==> src/rtl/period_meter_pkg.sv <==
// Shared constants for the period measurement block: FSM encodings and state helpers.
package period_meter_pkg;

    typedef logic [1:0] pm_state_t;

    localparam logic [1:0] ST_IDLE    = 2'd0;
    localparam logic [1:0] ST_ARM     = 2'd1;
    localparam logic [1:0] ST_MEASURE = 2'd2;
    localparam logic [1:0] ST_DONE    = 2'd3;

    function automatic logic pm_is_busy(input pm_state_t st);
        return (st == ST_ARM) || (st == ST_MEASURE);
    endfunction

endpackage

==> src/rtl/period_meter_sync_edge.sv <==
// Multi-stage synchronizer for an asynchronous level followed by a rising-edge pulse.
module sync_edge_detect #(
    parameter int SYNC_STAGES = 2
) (
    input  logic iClk,
    input  logic iRst,
    input  logic signal_i,
    output logic edge_o
);

    // SYNC_STAGES must be at least 2; the shift below relies on it.
    logic [SYNC_STAGES-1:0] sync_q;
    logic                   prev_q;

    always_ff @(posedge iClk) begin
        if (iRst) begin
            sync_q <= '0;
            prev_q <= 1'b0;
        end else begin
            sync_q <= {sync_q[SYNC_STAGES-2:0], signal_i};
            prev_q <= sync_q[SYNC_STAGES-1];
        end
    end

    assign edge_o = sync_q[SYNC_STAGES-1] & ~prev_q;

endmodule

==> src/rtl/period_meter.sv <==
// Measures the clock-cycle distance between consecutive rising edges of an async input,
// holding the result in a valid/acknowledge register with saturation/overflow reporting.
module period_meter
    import period_meter_pkg::*;
#(
    parameter int WIDTH       = 16,
    parameter int SYNC_STAGES = 2
) (
    input  logic             iClk,
    input  logic             iRst,
    input  logic             iSignal,
    input  logic             iEnable,
    input  logic             iAck,
    output logic [WIDTH-1:0] oPeriod,
    output logic             oValid,
    output logic             oOverflow,
    output logic             oBusy
);

    localparam logic [WIDTH-1:0] CNT_MAX = '1;

    logic edge_pulse;

    pm_state_t        state_q,    state_d;
    logic [WIDTH-1:0] count_q,    count_d;
    logic [WIDTH-1:0] period_q,   period_d;
    logic             valid_q,    valid_d;
    logic             overflow_q, overflow_d;
    logic             busy_q,     busy_d;

    sync_edge_detect #(
        .SYNC_STAGES(SYNC_STAGES)
    ) u_sync_edge (
        .iClk    (iClk),
        .iRst    (iRst),
        .signal_i(iSignal),
        .edge_o  (edge_pulse)
    );

    always_comb begin
        state_d    = state_q;
        count_d    = count_q;
        period_d   = period_q;
        valid_d    = valid_q;
        overflow_d = overflow_q;

        case (state_q)
            ST_IDLE: begin
                count_d = '0;
                if (iEnable) begin
                    state_d = ST_ARM;
                end
            end
            ST_ARM: begin
                if (!iEnable) begin
                    state_d = ST_IDLE;
                    count_d = '0;
                end else if (edge_pulse) begin
                    state_d = ST_MEASURE;
                    count_d = {{(WIDTH-1){1'b0}}, 1'b1};
                end
            end
            ST_MEASURE: begin
                // Dropping enable aborts silently, even if an edge or saturation coincides.
                if (!iEnable) begin
                    state_d = ST_IDLE;
                    count_d = '0;
                end else if (edge_pulse) begin
                    state_d    = ST_DONE;
                    period_d   = count_q;
                    overflow_d = 1'b0;
                    valid_d    = 1'b1;
                end else if (count_q == CNT_MAX) begin
                    state_d    = ST_DONE;
                    period_d   = CNT_MAX;
                    overflow_d = 1'b1;
                    valid_d    = 1'b1;
                end else begin
                    count_d = count_q + {{(WIDTH-1){1'b0}}, 1'b1};
                end
            end
            ST_DONE: begin
                if (iAck) begin
                    valid_d = 1'b0;
                    count_d = '0;
                    state_d = iEnable ? ST_ARM : ST_IDLE;
                end
            end
            default: begin
                state_d = ST_IDLE;
                count_d = '0;
            end
        endcase
    end

    // Busy is registered from the next state so it tracks the state register exactly.
    assign busy_d = pm_is_busy(state_d);

    always_ff @(posedge iClk) begin
        if (iRst) begin
            state_q    <= ST_IDLE;
            count_q    <= '0;
            period_q   <= '0;
            valid_q    <= 1'b0;
            overflow_q <= 1'b0;
            busy_q     <= 1'b0;
        end else begin
            state_q    <= state_d;
            count_q    <= count_d;
            period_q   <= period_d;
            valid_q    <= valid_d;
            overflow_q <= overflow_d;
            busy_q     <= busy_d;
        end
    end

    assign oPeriod   = period_q;
    assign oValid    = valid_q;
    assign oOverflow = overflow_q;
    assign oBusy     = busy_q;

endmodule

==> config.mk <==
export PLATFORM = sky130hd
export DESIGN_NAME = period_meter
export DESIGN_NICKNAME = d
export VERILOG_FILES = /design/src/rtl/period_meter_pkg.sv /design/src/rtl/period_meter_sync_edge.sv /design/src/rtl/period_meter.sv
export SDC_FILE = /design/constraint.sdc
export NUM_CORES = 1
export LEC_CHECK = 0
export CAP_MARGIN = 20
export CORE_UTILIZATION = 59
export DETAILED_ROUTE_END_ITERATION = 10
export GPL_ROUTABILITY_DRIVEN = 0
export GPL_TIMING_DRIVEN = 1
export PLACE_DENSITY = 0.84
export SYNTH_ARGS = -nofsm -noshare
export SYNTH_HDL_FRONTEND = slang
export SYNTH_SLANG_ARGS = --single-unit
==> constraint.sdc <==
create_clock -name iClk -period 4.5 [get_ports iClk]
set_input_delay 0.675 -clock iClk [delete_from_list [all_inputs] [get_ports iClk]]
set_output_delay 0.675 -clock iClk [all_outputs]
set_load 0.01 [all_outputs]
==> flow_summary.ini <==
[timing]
finalMaxSlewViolations = 0
relSlewSlack_pct = 54.90
worst_slew_pin_slew_ps = 676.0
final-setup-viol-count = 0
fin_skew_ps = 9.673
worst_slack_ps = 1592
rsz0062_at_grt = false
fmax_mhz = 343.8
fin_setup_tns_ps = 0
final-hold-violation-count = 0
final.min_clock_period_ps = 2908
min_period_over_period_pct = 64.63
worst_hold_slack_ps = 451.4

[die]
chipHeight_um = 59.74
die_area_um2 = 3569
num_io_pins = 24
fp.dieW_um = 59.74
core_area_um2 = 3103
row_count = 20
start_util_pct = 63.39

[synthesis]
synth-warning-count = 0
yosysTopAreaCell = dfxtp_1
netlist_area_um2 = 1967
ys_types = 43
syn_area_per_cell_um2 = 8.230
yosys.area.top_type_share_pct = 40.71
syn_nets = 249
synthTopCellsByArea = dfxtp_1 41%, a21oi_1 6.6%, nand2_1 5.7%, o21ai_0 5.1%, ha_1 3.2%
syn-instance-count = 239
synth_seq_cells = 40
ys_seq_area_share_pct = 40.71

[clocking]
cts-buffers-inserted = 5
cts_root_buffer = clkbuf_4
postCtsResizedCells = 0
cts_hold_buf = 0
cts_setup_buffers = 0
h-tree-depth = 2
cts.clk_slew.worst_paths_ps = 110
cts_tree = yes
clk_path_buf_depth = 2
clk_latency_ps = 360
clock_sinks = 40

[final_layout]
instances_no_fill = 300
diodes = 0
most-common-layout-cells = 40 x dfxtp_1, 30 x nand2_1, 26 x a21oi_1
final_common_cell = dfxtp_1
final_util_pct = 73.39
area_growth_pct = 15.78
nNetsFinal = 265
drive_gt1_share_pct = 6.250

[route]
drc = 0
drtIter0Drc = 113
wire_per_inst_um = 14.01
finalWirelength_mm = 4.203
drtPass1Iterations = 4
postRouteAntennaNets = 0
vias = 1814
avgViaCountPerCell = 6.047

[place]
port_buffers = 23
hpwl_mm = 2.805
dp.cells = 292
pre_cts_ws_ps = 1205

[critical_path]
critPathTopFamily = simple AND/OR/NAND/NOR gates
startpoint_type = primary input
worst-setup-path-type = in2reg
worstRegToRegCells = 7
cp_slowest_stage_delay_ps = 550
regToRegStartpoint = state_q[0]$_SDFF_PP0_
required_ps = 4760
arrival_ps = 3170
path_max_fanout = 19
r2r_end = count_q[9]$_SDFFE_PP0P_
end_kind = flip-flop
regToRegSetupSlack_ps = 1660
critPathBufInv = 1
crit_path_cell_trace = clkdlybuf4s50_1, and4b_1, a211o_1, a211o_4, or4b_1, o311ai_0
crit_path_top_delay_cell = clkdlybuf4s50_1

[global_routing]
grt_util_met2_pct = 43.17
gr-usage-met1_pct = 34.05
grt_max_degree = 32
grt_pass1_vias = 1579
grt_use_met3_pct = 6.494
antenna_found_initial = 0
track_usage_pct = 26.47
grt-busiest-layer = met2
grt_overflow = 0
grt_first_pass_wirelength_mm = 7.010

[min_path]
hold-path-endpoint = u_sync_edge.sync_q[1]$_SDFF_PP0_
hp-start = u_sync_edge.sync_q[0]$_SDFF_PP0_
hp-class = reg2reg
whs_path_depth = 1

[power]
total_leakage_power_nw = 0.7493
cellPowerDensity_nw_per_um2 = 287.4
ir_worst_vdd_uv = 258.6

[run_status]
status = finished clean

[job]
max_cap_violations = 0
## power by group
| part | internal, mW | switching, mW |
|---|---|---|
| combinational | 0.0156 | 0.0224 |
| clock | 0.133 | 0.123 |
| sequential | 0.357 | 0.00269 |
| total | 0.506 | 0.148 |
## final cells by class
| type | count | area (µm²) |
|---|---|---|
| clock inverters | 2 | 38.79 |
| fillers | 275 | 825.8 |
| flip-flops and latches | 40 | 800.8 |
| multi-input cells | 176 | 1056 |
| inverters | 7 | 26.28 |
| clock buffers | 6 | 51.30 |
| repair buffers | 25 | 249.0 |
| well taps | 44 | 55.05 |
## flip-flops by register name (all words and copies together), names as in the netlist
signal and count:
count_q 16, oBusy 1, oOverflow 1, oPeriod 16, oValid 1, state_q 2
u_sync_edge.prev_q 1, u_sync_edge.sync_q 2
## metal layers
layer,up-vias,part of all wire (%),wire length [µm]
li1,893,-,-
met1,854,46,1920
met3,8,6.3,264
met2,59,47,1962
met4,0,1.3,56
met5,-,0,0
## worst max-delay path by stage
stage	start	slack (ps)	end	cells after the start
finish	iEnable	1590	count_q[9]$_SDFFE_PP0P_	6
global route	state_q[0]$_SDFF_PP0_	1480	count_q[9]$_SDFFE_PP0P_	7
CTS	iEnable	1600	count_q[9]$_SDFFE_PP0P_	6
detailed placement	iEnable	1210	count_q[9]$_SDFFE_PP0P_	6
global placement	iEnable	1260	count_q[9]$_SDFFE_PP0P_	6
floorplan	iEnable	2000	count_q[9]$_SDFFE_PP0P_	8
## synth_stat cells (all sizes together)
cell type and instances:
dfxtp 40, nand2 30, a21oi 26, o21ai 20, nor2 15, clkbuf 12
nand3 10, a211oi 7, inv 7, nor2b 7, xnor2 7, ha 5
nand4 5, and4 4, buf 4, a31o 3, and3 3, or4 3
a2111oi 2, a211o 2, a21o 2, and2 2, nor3 2, o211ai 2
o311ai 2, o31ai 2, a221oi 1, a311o 1, a311oi 1, a31oi 1
and4b 1, mux2i 1, nand2b 1, nand4b 1, nor3b 1, o2111ai 1
o21a 1, or2 1, or3 1, or3b 1, or4b 1
## cell families after synthesis
kind of cell	share of synthesized area, %
and+or+nand+nor	23.22
AOI/OAI and AO/OA	23.66
DFF	40.71
buffers and inverters	5.598
xor gates and xnor gates	3.117
adders and majority gates	3.181
muxes	0.5089
## through the flow
stage | cell area [µm²] | power, mW
finish | 2277 | 0.6545
global route | 2277 | 0.6808
CTS | 2277 | 0.6585
detailed placement | 2187 | 0.4047
global placement | 2176 | 0.4043
floorplan | 1967 | 0.3945
Power figures use the tool's default switching activity.
